===== src/rtl/comm_rspns_buffer_pkg.sv =====
// Shared definitions for the response packet buffer: word width, FSM states
// and the stored FIFO entry layout {last, data}.
package comm_rspns_buffer_pkg;

  localparam int unsigned COMM_WORD_W = 32;

  typedef enum logic [1:0] {
    IDLE  = 2'd0,
    SEND  = 2'd1,
    DRAIN = 2'd2,
    GAP   = 2'd3
  } state_t;

  typedef struct packed {
    logic                   last;
    logic [COMM_WORD_W-1:0] data;
  } entry_t;

endpackage


===== src/rtl/comm_rspns_buffer_if.sv =====
// Handshake bundle between the response buffer, its writer and the transmitter.
//   master: writer/transmitter side (drives wr_*, rspns_read, tx_machine_on)
//   slave : buffer side (drives wr_full, transmitter_on, rspns)
interface comm_rspns_buffer_if;
  import comm_rspns_buffer_pkg::*;

  logic                   wr_en;
  logic [COMM_WORD_W-1:0] wr_data;
  logic                   wr_last;
  logic                   wr_full;
  logic                   transmitter_on;
  logic [COMM_WORD_W-1:0] rspns;
  logic                   rspns_read;
  logic                   tx_machine_on;

  modport master (
    output wr_en, wr_data, wr_last, rspns_read, tx_machine_on,
    input  wr_full, transmitter_on, rspns
  );

  modport slave (
    input  wr_en, wr_data, wr_last, rspns_read, tx_machine_on,
    output wr_full, transmitter_on, rspns
  );

endinterface


===== src/rtl/comm_rspns_buffer_sync_fifo.sv =====
// Single-clock FIFO, 2**DEPTH_LOG2 entries of WIDTH bits.
// push/pop must already be qualified by the caller (no internal full/empty guard).
//   clk, rst       : clock, asynchronous active-high reset
//   push, wr_data  : write an entry
//   pop            : discard the head entry
//   head           : current head entry (combinational)
//   full, empty    : occupancy flags
module comm_sync_fifo #(
  parameter int unsigned DEPTH_LOG2 = 5,
  parameter int unsigned WIDTH      = 33
) (
  input  logic             clk,
  input  logic             rst,
  input  logic             push,
  input  logic [WIDTH-1:0] wr_data,
  input  logic             pop,
  output logic [WIDTH-1:0] head,
  output logic             full,
  output logic             empty
);

  localparam int unsigned DEPTH = 1 << DEPTH_LOG2;

  logic [WIDTH-1:0]      mem [DEPTH];
  logic [DEPTH_LOG2-1:0] wr_ptr;
  logic [DEPTH_LOG2-1:0] rd_ptr;
  logic [DEPTH_LOG2:0]   count;

  always_ff @(posedge clk) begin
    if (push) mem[wr_ptr] <= wr_data;
  end

  always_ff @(posedge clk or posedge rst) begin
    if (rst) begin
      wr_ptr <= '0;
      rd_ptr <= '0;
      count  <= '0;
    end else begin
      if (push) wr_ptr <= wr_ptr + 1'b1;
      if (pop)  rd_ptr <= rd_ptr + 1'b1;
      unique case ({push, pop})
        2'b10:   count <= count + 1'b1;
        2'b01:   count <= count - 1'b1;
        default: count <= count;
      endcase
    end
  end

  assign head  = mem[rd_ptr];
  assign full  = (count == {1'b1, {DEPTH_LOG2{1'b0}}});
  assign empty = (count == '0);

endmodule


===== src/rtl/comm_rspns_buffer.sv =====
// Packet FIFO between the response writer and the transmitter. A packet is
// offered (transmitter_on) only once its last word is stored, so the
// transmitter never underruns.
//   inclk, rst   : clock, asynchronous active-high reset
//   bus (slave)  : wr_en/wr_data/wr_last/wr_full, transmitter_on/rspns/rspns_read,
//                  tx_machine_on
//   pkt_pending  : at least one complete packet stored
//   ovf_err      : sticky, a write was dropped
//   len_err      : sticky, FIFO full with no complete packet
module comm_rspns_buffer
  import comm_rspns_buffer_pkg::*;
#(
  parameter int unsigned DEPTH_LOG2 = 5,
  parameter int unsigned GAP_CYCLES = 4
) (
  input  logic                inclk,
  input  logic                rst,
  comm_rspns_buffer_if.slave  bus,
  output logic                pkt_pending,
  output logic                ovf_err,
  output logic                len_err
);

  localparam int unsigned GAP_W = $clog2(GAP_CYCLES);

  state_t                 state_q, state_d;
  entry_t                 head, wr_entry;
  logic                   push, pop, pop_last;
  logic                   full, empty;
  logic [DEPTH_LOG2:0]    pkt_cnt;
  logic [GAP_W-1:0]       gap_cnt;
  logic                   gap_load, gap_done;
  logic [COMM_WORD_W-1:0] rspns_q;

  // A write while full is still taken when the head is popped on the same
  // edge: the freed slot is the one being written, so count stays at full.
  assign pop      = bus.rspns_read && (state_q == SEND) && !empty;
  assign push     = bus.wr_en && (!full || pop);
  assign pop_last = pop && head.last;
  assign wr_entry = '{last: bus.wr_last, data: bus.wr_data};

  comm_sync_fifo #(
    .DEPTH_LOG2 (DEPTH_LOG2),
    .WIDTH      ($bits(entry_t))
  ) u_fifo (
    .clk     (inclk),
    .rst     (rst),
    .push    (push),
    .wr_data (wr_entry),
    .pop     (pop),
    .head    (head),
    .full    (full),
    .empty   (empty)
  );

  always_ff @(posedge inclk or posedge rst) begin
    if (rst) begin
      state_q <= IDLE;
      pkt_cnt <= '0;
      gap_cnt <= '0;
      rspns_q <= '0;
      ovf_err <= 1'b0;
      len_err <= 1'b0;
    end else begin
      state_q <= state_d;
      rspns_q <= head.data;
      unique case ({push && bus.wr_last, pop_last})
        2'b10:   pkt_cnt <= pkt_cnt + 1'b1;
        2'b01:   pkt_cnt <= pkt_cnt - 1'b1;
        default: pkt_cnt <= pkt_cnt;
      endcase
      if (gap_load)                       gap_cnt <= GAP_W'(GAP_CYCLES - 1);
      else if (state_q == GAP && !gap_done) gap_cnt <= gap_cnt - 1'b1;
      if (bus.wr_en && !push)      ovf_err <= 1'b1;
      if (full && pkt_cnt == '0)   len_err <= 1'b1;
    end
  end

  assign gap_done = (gap_cnt == '0);

  always_comb begin
    state_d  = state_q;
    gap_load = 1'b0;
    unique case (state_q)
      IDLE:  if (pkt_cnt != '0 && !bus.tx_machine_on) state_d = SEND;
      SEND:  if (pop_last) state_d = DRAIN;
      DRAIN: if (!bus.tx_machine_on) begin
               state_d  = GAP;
               gap_load = 1'b1;
             end
      GAP:   if (gap_done) state_d = IDLE;
      default: state_d = IDLE;
    endcase
  end

  // Decoded from the state register so it falls on the popping edge and
  // drops immediately on reset.
  assign bus.transmitter_on = (state_q == SEND);
  assign bus.rspns          = rspns_q;
  assign bus.wr_full        = full;
  assign pkt_pending        = (pkt_cnt != '0);

endmodule


===== src/flat_wrapper.sv =====
// flat-port wrapper written by rule: the top's interface ports become plain ports
module comm_rspns_buffer_flat import comm_rspns_buffer_pkg::*;
#(
  parameter int unsigned DEPTH_LOG2 = 5,
  parameter int unsigned GAP_CYCLES = 4
)
  (inclk, rst, pkt_pending, ovf_err, len_err, bus_wr_en, bus_wr_data, bus_wr_last, bus_rspns_read, bus_tx_machine_on, bus_wr_full, bus_transmitter_on, bus_rspns);
  comm_rspns_buffer_if bus_i ();
  input  logic inclk;
  input  logic rst;
  output logic pkt_pending;
  output logic ovf_err;
  output logic len_err;
  input wire logic [$bits(bus_i.wr_en)-1:0] bus_wr_en;
  input wire logic [$bits(bus_i.wr_data)-1:0] bus_wr_data;
  input wire logic [$bits(bus_i.wr_last)-1:0] bus_wr_last;
  input wire logic [$bits(bus_i.rspns_read)-1:0] bus_rspns_read;
  input wire logic [$bits(bus_i.tx_machine_on)-1:0] bus_tx_machine_on;
  output wire logic [$bits(bus_i.wr_full)-1:0] bus_wr_full;
  output wire logic [$bits(bus_i.transmitter_on)-1:0] bus_transmitter_on;
  output wire logic [$bits(bus_i.rspns)-1:0] bus_rspns;
  assign bus_i.wr_en = bus_wr_en;
  assign bus_i.wr_data = bus_wr_data;
  assign bus_i.wr_last = bus_wr_last;
  assign bus_i.rspns_read = bus_rspns_read;
  assign bus_i.tx_machine_on = bus_tx_machine_on;
  assign bus_wr_full = bus_i.wr_full;
  assign bus_transmitter_on = bus_i.transmitter_on;
  assign bus_rspns = bus_i.rspns;
  comm_rspns_buffer #(.DEPTH_LOG2(DEPTH_LOG2), .GAP_CYCLES(GAP_CYCLES)) u_core (.inclk(inclk), .rst(rst), .bus(bus_i), .pkt_pending(pkt_pending), .ovf_err(ovf_err), .len_err(len_err));
endmodule

===== config.mk =====
export PLATFORM = sky130hd
export DESIGN_NAME = comm_rspns_buffer_flat
export DESIGN_NICKNAME = d
export VERILOG_FILES = /design/src/rtl/comm_rspns_buffer_pkg.sv /design/src/rtl/comm_rspns_buffer_if.sv /design/src/rtl/comm_rspns_buffer_sync_fifo.sv /design/src/rtl/comm_rspns_buffer.sv /design/src/flat_wrapper.sv
export SDC_FILE = /design/constraint.sdc
export NUM_CORES = 1
export LEC_CHECK = 0
export BUFFER_PORTS_ARGS = -buffer_cell sky130_fd_sc_hd__buf_4
export CAP_MARGIN = 20
export CORE_MARGIN = 5
export CORE_UTILIZATION = 35
export CTS_BUF_LIST = sky130_fd_sc_hd__clkbuf_4 sky130_fd_sc_hd__clkbuf_8
export DETAILED_ROUTE_END_ITERATION = 16
export SLEW_MARGIN = 20
export SYNTH_ARGS = -nofsm -noshare
export SYNTH_HDL_FRONTEND = slang
export SYNTH_SLANG_ARGS = --single-unit
export TNS_END_PERCENT = 20

===== constraint.sdc =====
create_clock -name inclk -period 4.3 [get_ports inclk]
set_input_delay 1.075 -clock inclk [delete_from_list [all_inputs] [get_ports inclk]]
set_output_delay 1.075 -clock inclk [all_outputs]
set_load 0.01 [all_outputs]

==> impl_metrics.tcl, run 1 <==
set metrics [dict create \
    status "finished, final reports clean" \
    finalSetupTns_ps 0 \
    worstPathArrival_ps 4290 \
    layout.nets 2062 \
    r2r_cells 5 \
    drc 0 \
    fin_crit_ps 3580 \
    ys_warn_count 0 \
    synth_area_per_cell_um2 24.2 \
    overflow 0 \
    h-tree-depth 4 \
    rsz0062_at_grt "false" \
    post_cts_resize_count 0 \
    setup_violations 0 \
    syn_to_final_growth_pct 15.2 \
    dp_hpwl_mm 57.3 \
    async_reset_ff_share_pct 5.38 \
    die_h_um 359 \
    most-common-layout-cells "edfxtp_1, mux4_2, clkbuf_8, buf_4, clkbuf_4" \
    p_sw_w 0.00860 \
    numCtsBuffers 170 \
    p_leak_nw 15.5 \
    ys_seq_elements 1116 \
    postSynthCellCount 1762 \
    post-cts-setup-buffers 0 \
    io_pins 75 \
    vias 19800 \
    crit_required_ps 5010 \
    comb_power_share_pct 27.1 \
    reg2reg_slack_ps 720 \
    relSlewSlack_pct 27.8 \
    track_usage_pct 16.0 \
    timing.rr.start "u_core.u_fifo.rd_ptr[1]$_DFFE_PP0P_" \
    seqPwrFrac_pct 44.1 \
    critPathLaunchType "flip-flop" \
    drt-wirelength-per-cell_um 27.6 \
    routed_wl_mm 104 \
    reg2reg_to "u_core.bus.rspns[17]$_DFF_PP0_" \
    ys_seq_area_share_pct 77.8 \
    synth_edf_count 1056 \
    fmax_ghz 0.279 \
    core_area_um2 122000 \
    timing.final.hold_violations 0 \
    fin_area_um2 49200 \
    grt_antenna_before_repair 7 \
    syn_nets 1822 \
    cts.sinks 1116 \
    crit_fanout 67 \
    dpl-instance-area_um2 45800 \
    cap_violations 0 \
    fill_cells 10500 \
    p_int_w 0.0215 \
    grt_max_degree 141 \
    synthFlopType "edfxtp_1" \
    clk_path_buf_depth 3 \
    vias_per_cell 5.28 \
    gp_congestion 0.750 \
    start_util_pct 35.1 \
    drive_gt1_share_pct 39.0 \
    synth_cell_types 46 \
    grt_pass1_wl_mm 149 \
    cts_tree "built" \
    slew_viol_final 0 \
    die_width_um 359 \
    drt_pass1_iterations 5 \
    antenna_left 0 \
    root_buffer "clkbuf_8" \
    fin_skew_ps 33.6 \
    p_clk_share_pct 28.8 \
    synth_area_um2 42700 \
    end_kind "flip-flop" \
    grt_pass1_vias 20800 \
    path_class "flip-flop to flip-flop" \
    clkLatencyLatePin_ps 830 \
    ir_worst_vdd_v 0.000576 \
    drt-initial-drc-count 2210 \
    holdBufCountCts 0 \
    power.share.switching_pct 28.5 \
    io_buffers 74 \
    layout_commonest_cell "edfxtp_1" \
    powerDensity_nw_per_um2 613 \
    core.rowCount 128 \
    worst_pin_slew_ps 1080 \
    min_path_type "input port to asynchronous set/reset pin" \
    finalCritPeriodShare_pct 83.3 \
    dieArea_um2 129000 \
    path_clk_slew_ps 60 \
]
==> sequential cells by signal, indices dropped and copies added, names as in the netlist <==
name,flops
u_core.u_fifo.mem,1056
u_core.gap_cnt,2
u_core.u_fifo.rd_ptr,5
u_core.ovf_err,1
u_core.state_q,2
u_core.pkt_cnt,6
u_core.u_fifo.wr_ptr,5
u_core.bus.rspns,32
u_core.len_err,1
u_core.u_fifo.count,6
==> power groups by stage <==
stage	Combinational, W	Sequential [W]	Clock (W)
after floorplan	0.00573	0.0133	0
after global placement	0.00817	0.0135	0
after detailed placement	0.00827	0.0135	0
after CTS	0.00831	0.0133	0.00889
after global routing	0.00873	0.0134	0.00940
final	0.00816	0.0133	0.00867
==> cells in the mapped netlist, types with 8 or more instances <==
master	number	area, um2
buf_1	8	30.0
mux2_2	36	405
o21ai_0	9	45.0
nor2_1	40	150
dfrtp_1	60	1500
buf_2	42	210
nand2_1	25	93.8
buf_4	14	105
xnor2_1	14	123
a21oi_1	8	40.0
ha_1	20	250
inv_1	21	78.8
edfxtp_1	1056	31700
clkbuf_1	19	71.3
mux4_2	327	7360
==> how the worst max path moves through the flow <==
stage | endpoint | start | slack (ps)
global placement | u_core.pkt_cnt[5]$_DFFE_PP0P_ | bus_rspns_read | 630
finish | u_core.bus.rspns[17]$_DFF_PP0_ | u_core.u_fifo.rd_ptr[1]$_DFFE_PP0P_ | 720
floorplan | u_core.u_fifo.mem[31][0]$_DFFE_PP_ | bus_rspns_read | 460
global route | u_core.pkt_cnt[5]$_DFFE_PP0P_ | u_core.u_fifo.rd_ptr[1]$_DFFE_PP0P_ | 510
CTS | u_core.bus.rspns[17]$_DFF_PP0_ | u_core.u_fifo.rd_ptr[1]$_DFFE_PP0P_ | 710
detailed placement | u_core.pkt_cnt[5]$_DFFE_PP0P_ | bus_rspns_read | 630
==> through the flow <==
stage	worst slack (ps)	power (W)	utilization, %	hold WS (ps)	cells
after floorplan	463	0.0191	-	443	1762
after global placement	625	0.0217	37.7	455	3455
after detailed placement	628	0.0218	37.7	463	3455
after CTS	715	0.0305	40.5	401	3756
after global routing	514	0.0315	40.5	427	3757
final	720	0.0301	40.5	410	3759
==> logic make-up (layout without fill, tap and decap cells) <==
kind of cell / after synthesis / count (layout) / synth area share [%]
buffers and inverters: 106 / 475 / 1.21
and+or+nand+nor: 96 / 96 / 1.06
other: 0 / 3 / 0
AOI/OAI and AO/OA: 38 / 38 / 0.610
DFF: 1116 / 1116 / 77.8
xor gates and xnor gates: 18 / 18 / 0.369
adders and majority gates: 22 / 22 / 0.680
muxes: 366 / 366 / 18.3
==> routing by layer <==
layer | track usage [%] | wire [um] | vias to the layer above
met2 | 25.6 | 50600 | 805
met5 | 0 | 41 | -
li1 | - | - | 8022
met1 | 21.8 | 43100 | 10900
met4 | 4.81 | 1960 | 6
met3 | 3.93 | 8140 | 123
==> layout make-up <==
class | count | area, um2 | area share, %
clock buffers | 245 | 3000 | 6.09
flip-flops and latches | 1116 | 33200 | 67.6
diodes | 3 | 7.51 | 0.0153
repair buffers | 153 | 1260 | 2.56
inverters | 21 | 81.3 | 0.165
clock inverters | 56 | 370 | 0.753
multi-input cells | 540 | 9200 | 18.7
well taps | 1625 | 2030 | 4.13
==> critical path, cell delays in order, from the launching register on <==
cell and delay, ps:
dfrtp_4 540, buf_4 660, buf_4 920, mux4_2 420, mux4_2 510, mux2_2 280
(Power assumes the default switching activity.)
==> run 2, diff against run 1 <==
- ABC_AREA: not set -> 1
- clock period: 4.3 -> 3.5 ns (I/O delays scaled with it)
==> run 2 against run 1 <==
  * Sequential power is 23% higher
  * Synthesized cell count rose by 89%
  * First-iteration DRC count up 34%
  * Power is 35% higher
  * Core utilization down 0.061 points
  * Final cell count grew 40%
  * Sequential share of layout area decreased by 1.9 points
  * Critical path type unchanged
  * Critical path depth increased by 13
  * Hold slack worse by 88 ps
  * Count of clock-buffer cells in the layout grew 30
==> impl_metrics.tcl, run 2 <==
set metrics [dict create \
    die_h_um 365 \
    whs_ps 322 \
    cts_tree "built" \
    numCtsBuffers 178 \
    die_width_um 365 \
    crit_family "simple AND/OR/NAND/NOR gates" \
    timing.rr.start "u_core.u_fifo.rd_ptr[0]$_DFFE_PP0P_" \
    syn_to_final_growth_pct 14.9 \
    timing.final.hold_violations 0 \
    grt_max_degree 223 \
    core_area_um2 125000 \
    fin_crit_ps 2950 \
    gp_congestion 0.780 \
    status "finished, final reports clean" \
    fmax_ghz 0.339 \
    ys_seq_area_share_pct 75.4 \
    top_register "u_core.u_fifo.mem" \
    cap_violations 0 \
    core.rowCount 130 \
    crit_path_frequent_cell "nand2_1" \
    post-cts-setup-buffers 0 \
    most-common-layout-cells "edfxtp_1, nor2_1, o21ai_0, nand2_1, clkbuf_8" \
    ys_top_cells_by_area "edfxtp_1, nor2_1, o21ai_0, dfrtp_1, o22ai_1" \
    vias_per_cell 5.28 \
    synth_cell_types 30 \
    crit_slowest_cell "dfrtp_4" \
    synth_edf_count 1056 \
    grt_antenna_before_repair 7 \
    fin_cells 5277 \
    drc 0 \
    crit_required_ps 4230 \
    yosysMostFrequentCell "edfxtp_1" \
    r2r_cells 18 \
    use_met2_pct 27.9 \
    end_kind "flip-flop" \
    reg2reg_slack_ps 550 \
    min_path_type "input port to flip-flop" \
    drt-wirelength-per-cell_um 22.8 \
    rsz0062_at_grt "false" \
    root_buffer "clkbuf_8" \
    finalCritPeriodShare_pct 84.4 \
    cts.sinks 1116 \
    ys_warn_count 0 \
    startpoint "u_core.u_fifo.rd_ptr[0]$_DFFE_PP0P_" \
    grt_pass1_vias 26500 \
    drt-initial-drc-count 2955 \
    antenna_left 0 \
    crit_buf_inv 4 \
    cpPeakStageDelay_ps 630 \
    io_pins 75 \
    finalSetupTns_ps 0 \
    met3_usage_pct 3.96 \
    layout_commonest_cell "edfxtp_1" \
    syn_nets 3395 \
    synth_common_cells "edfxtp_1, nor2_1, o21ai_0" \
    largest_reg_flops 1056 \
    layout.nets 3533 \
    path_cells "inv_16 -> nand2_1 -> nand2_1 -> nand2_1 -> a21oi_1 -> nor2_1 -> nand2_1 -> nand3_1 -> inv_1 -> ha_1 -> inv_1 -> fa_1 -> inv_1 -> nand2_1 -> nand2_1 -> a21oi_1 -> or2_2 -> a31oi_1" \
    dp_slack_ps 513 \
    overflow 0 \
    h-tree-depth 4 \
    routed_wl_mm 120 \
    crit_fanout 53 \
    synthFlopType "edfxtp_1" \
    fin_skew_ps 58.5 \
    synth.top_cell.area_share_pct 72.0 \
    path_clk_slew_ps 60 \
    cp.depth 18 \
    gr-max-usage-layer "met2" \
    setup_violations 0 \
    clkLatencyLatePin_ps 850 \
    critPathLaunchType "flip-flop" \
    p_leak_nw 16.8 \
    worstSetupEndpoint "u_core.pkt_cnt[4]$_DFFE_PP0P_" \
    synth_area_per_cell_um2 13.2 \
    power.total_w 0.0408 \
    yosys.area.top_type "edfxtp_1" \
    io_buffers 74 \
    dp_hpwl_mm 63.7 \
    drt_pass1_iterations 5 \
    dieArea_um2 133000 \
    worst_pin_slew_ps 1120 \
    relSlewSlack_pct 25.3 \
    powerDensity_nw_per_um2 806 \
    ir_worst_vdd_v 0.000787 \
    path_class "flip-flop to flip-flop" \
    async_reset_ff_share_pct 5.38 \
    start_util_pct 35.1 \
    numPlacedInstances 4942 \
    ys_seq_elements 1116 \
    clk_path_buf_depth 3 \
    grt_util_met1_pct 24.5 \
    synth_area_um2 44000 \
    finalWorstSetupSlack_ps 546 \
    reg2reg_to "u_core.pkt_cnt[4]$_DFFE_PP0P_" \
    slew_viol_final 0 \
    vias 27900 \
    worstPathArrival_ps 3690 \
    postSynthCellCount 3335 \
    drive_gt1_share_pct 15.0 \
    track_usage_pct 17.8 \
    grt_pass1_wl_mm 176 \
]
## run 2: cell types whose count changed after synthesis, sizes merged, moves of 33 or more
cell / change
buf: +43
clkbuf: +90
inv: +69
mux2: -36
mux4: -327
nand2: +186
nand3: +100
nand4: +33
nor2: +626
o211ai: +100
o21ai: +572
o22ai: +128
## run 2: repair_timing
action,4_1_cts,5_1_grt
hold buffers,1,0
hold endpoints to repair,15,0
gates resized for setup,0,0
## run 2: stage by stage
stage	utilization, %	area, um2
6_report	40.4	50600
3_3_place_gp	37.4	46800
2_1_floorplan	-	44000
5_1_grt	40.4	50600
4_1_cts	40.4	50600
3_5_place_dp	37.4	46800
## run 2: cells by family (layout without fill, tap and decap cells)
kind of cell	after synthesis	in the layout	synth area share, %
AOI/OAI and AO/OA	853	853	11.1
xor gates and xnor gates	16	16	0.318
other	0	2	0
buffers and inverters	308	598	3.29
and+or+nand+nor	1020	1020	9.22
DFF	1116	1116	75.4
adders and majority gates	22	22	0.659
## run 2: worst reg2reg max path, delay by kind of cell (launching register included)
family / cells / cell delay (ps)
buf+inv: 4 / 490
simple gates: 9 / 820
flops: 1 / 630
fa+ha+maj: 2 / 620
compound gates: 3 / 310
## run 2: area by class of cell
| cell class | instances | area, um2 |
|---|---|---|
| diodes | 2 | 5.00 |
| multi-input cells | 1911 | 9600 |
| clock inverters | 57 | 430 |
| repair buffers | 176 | 1600 |
| fillers | 11500 | 74600 |
| clock buffers | 275 | 3310 |
| well taps | 1650 | 2060 |
| inverters | 90 | 364 |
| flip-flops and latches | 1116 | 33200 |
## run 2: worst min path at each step
| stage | start | endpoint | slack, ps | cells past startpoint |
|---|---|---|---|---|
| after floorplan | u_core.u_fifo.count[5]$_DFFE_PP0P_ | u_core.u_fifo.count[5]$_DFFE_PP0P_ | 440 | 1 |
| after global routing | bus_wr_en | u_core.ovf_err$_DFFE_PP0P_ | 270 | 2 |
| after CTS | bus_wr_en | u_core.ovf_err$_DFFE_PP0P_ | 240 | 2 |
| final | bus_wr_en | u_core.ovf_err$_DFFE_PP0P_ | 320 | 2 |
| after global placement | u_core.len_err$_DFFE_PP0P_ | u_core.len_err$_DFFE_PP0P_ | 440 | 1 |
| after detailed placement | u_core.len_err$_DFFE_PP0P_ | u_core.len_err$_DFFE_PP0P_ | 460 | 1 |
## run 2: power by group
part	switching (W)	internal, W	total [W]	leakage [nW]
clock	0.00517	0.00631	0.0115	2.00
sequential	0.000595	0.0157	0.0163	10.2
combinational	0.00918	0.00377	0.0130	4.56
## run 2: metal layers
layer  part of all wire (%)  vias up
met3                    8.5      226
li1                       -    12600
met1                     42    13900
met2                     46     1172
met4                    3.3       10
met5                  0.053        -
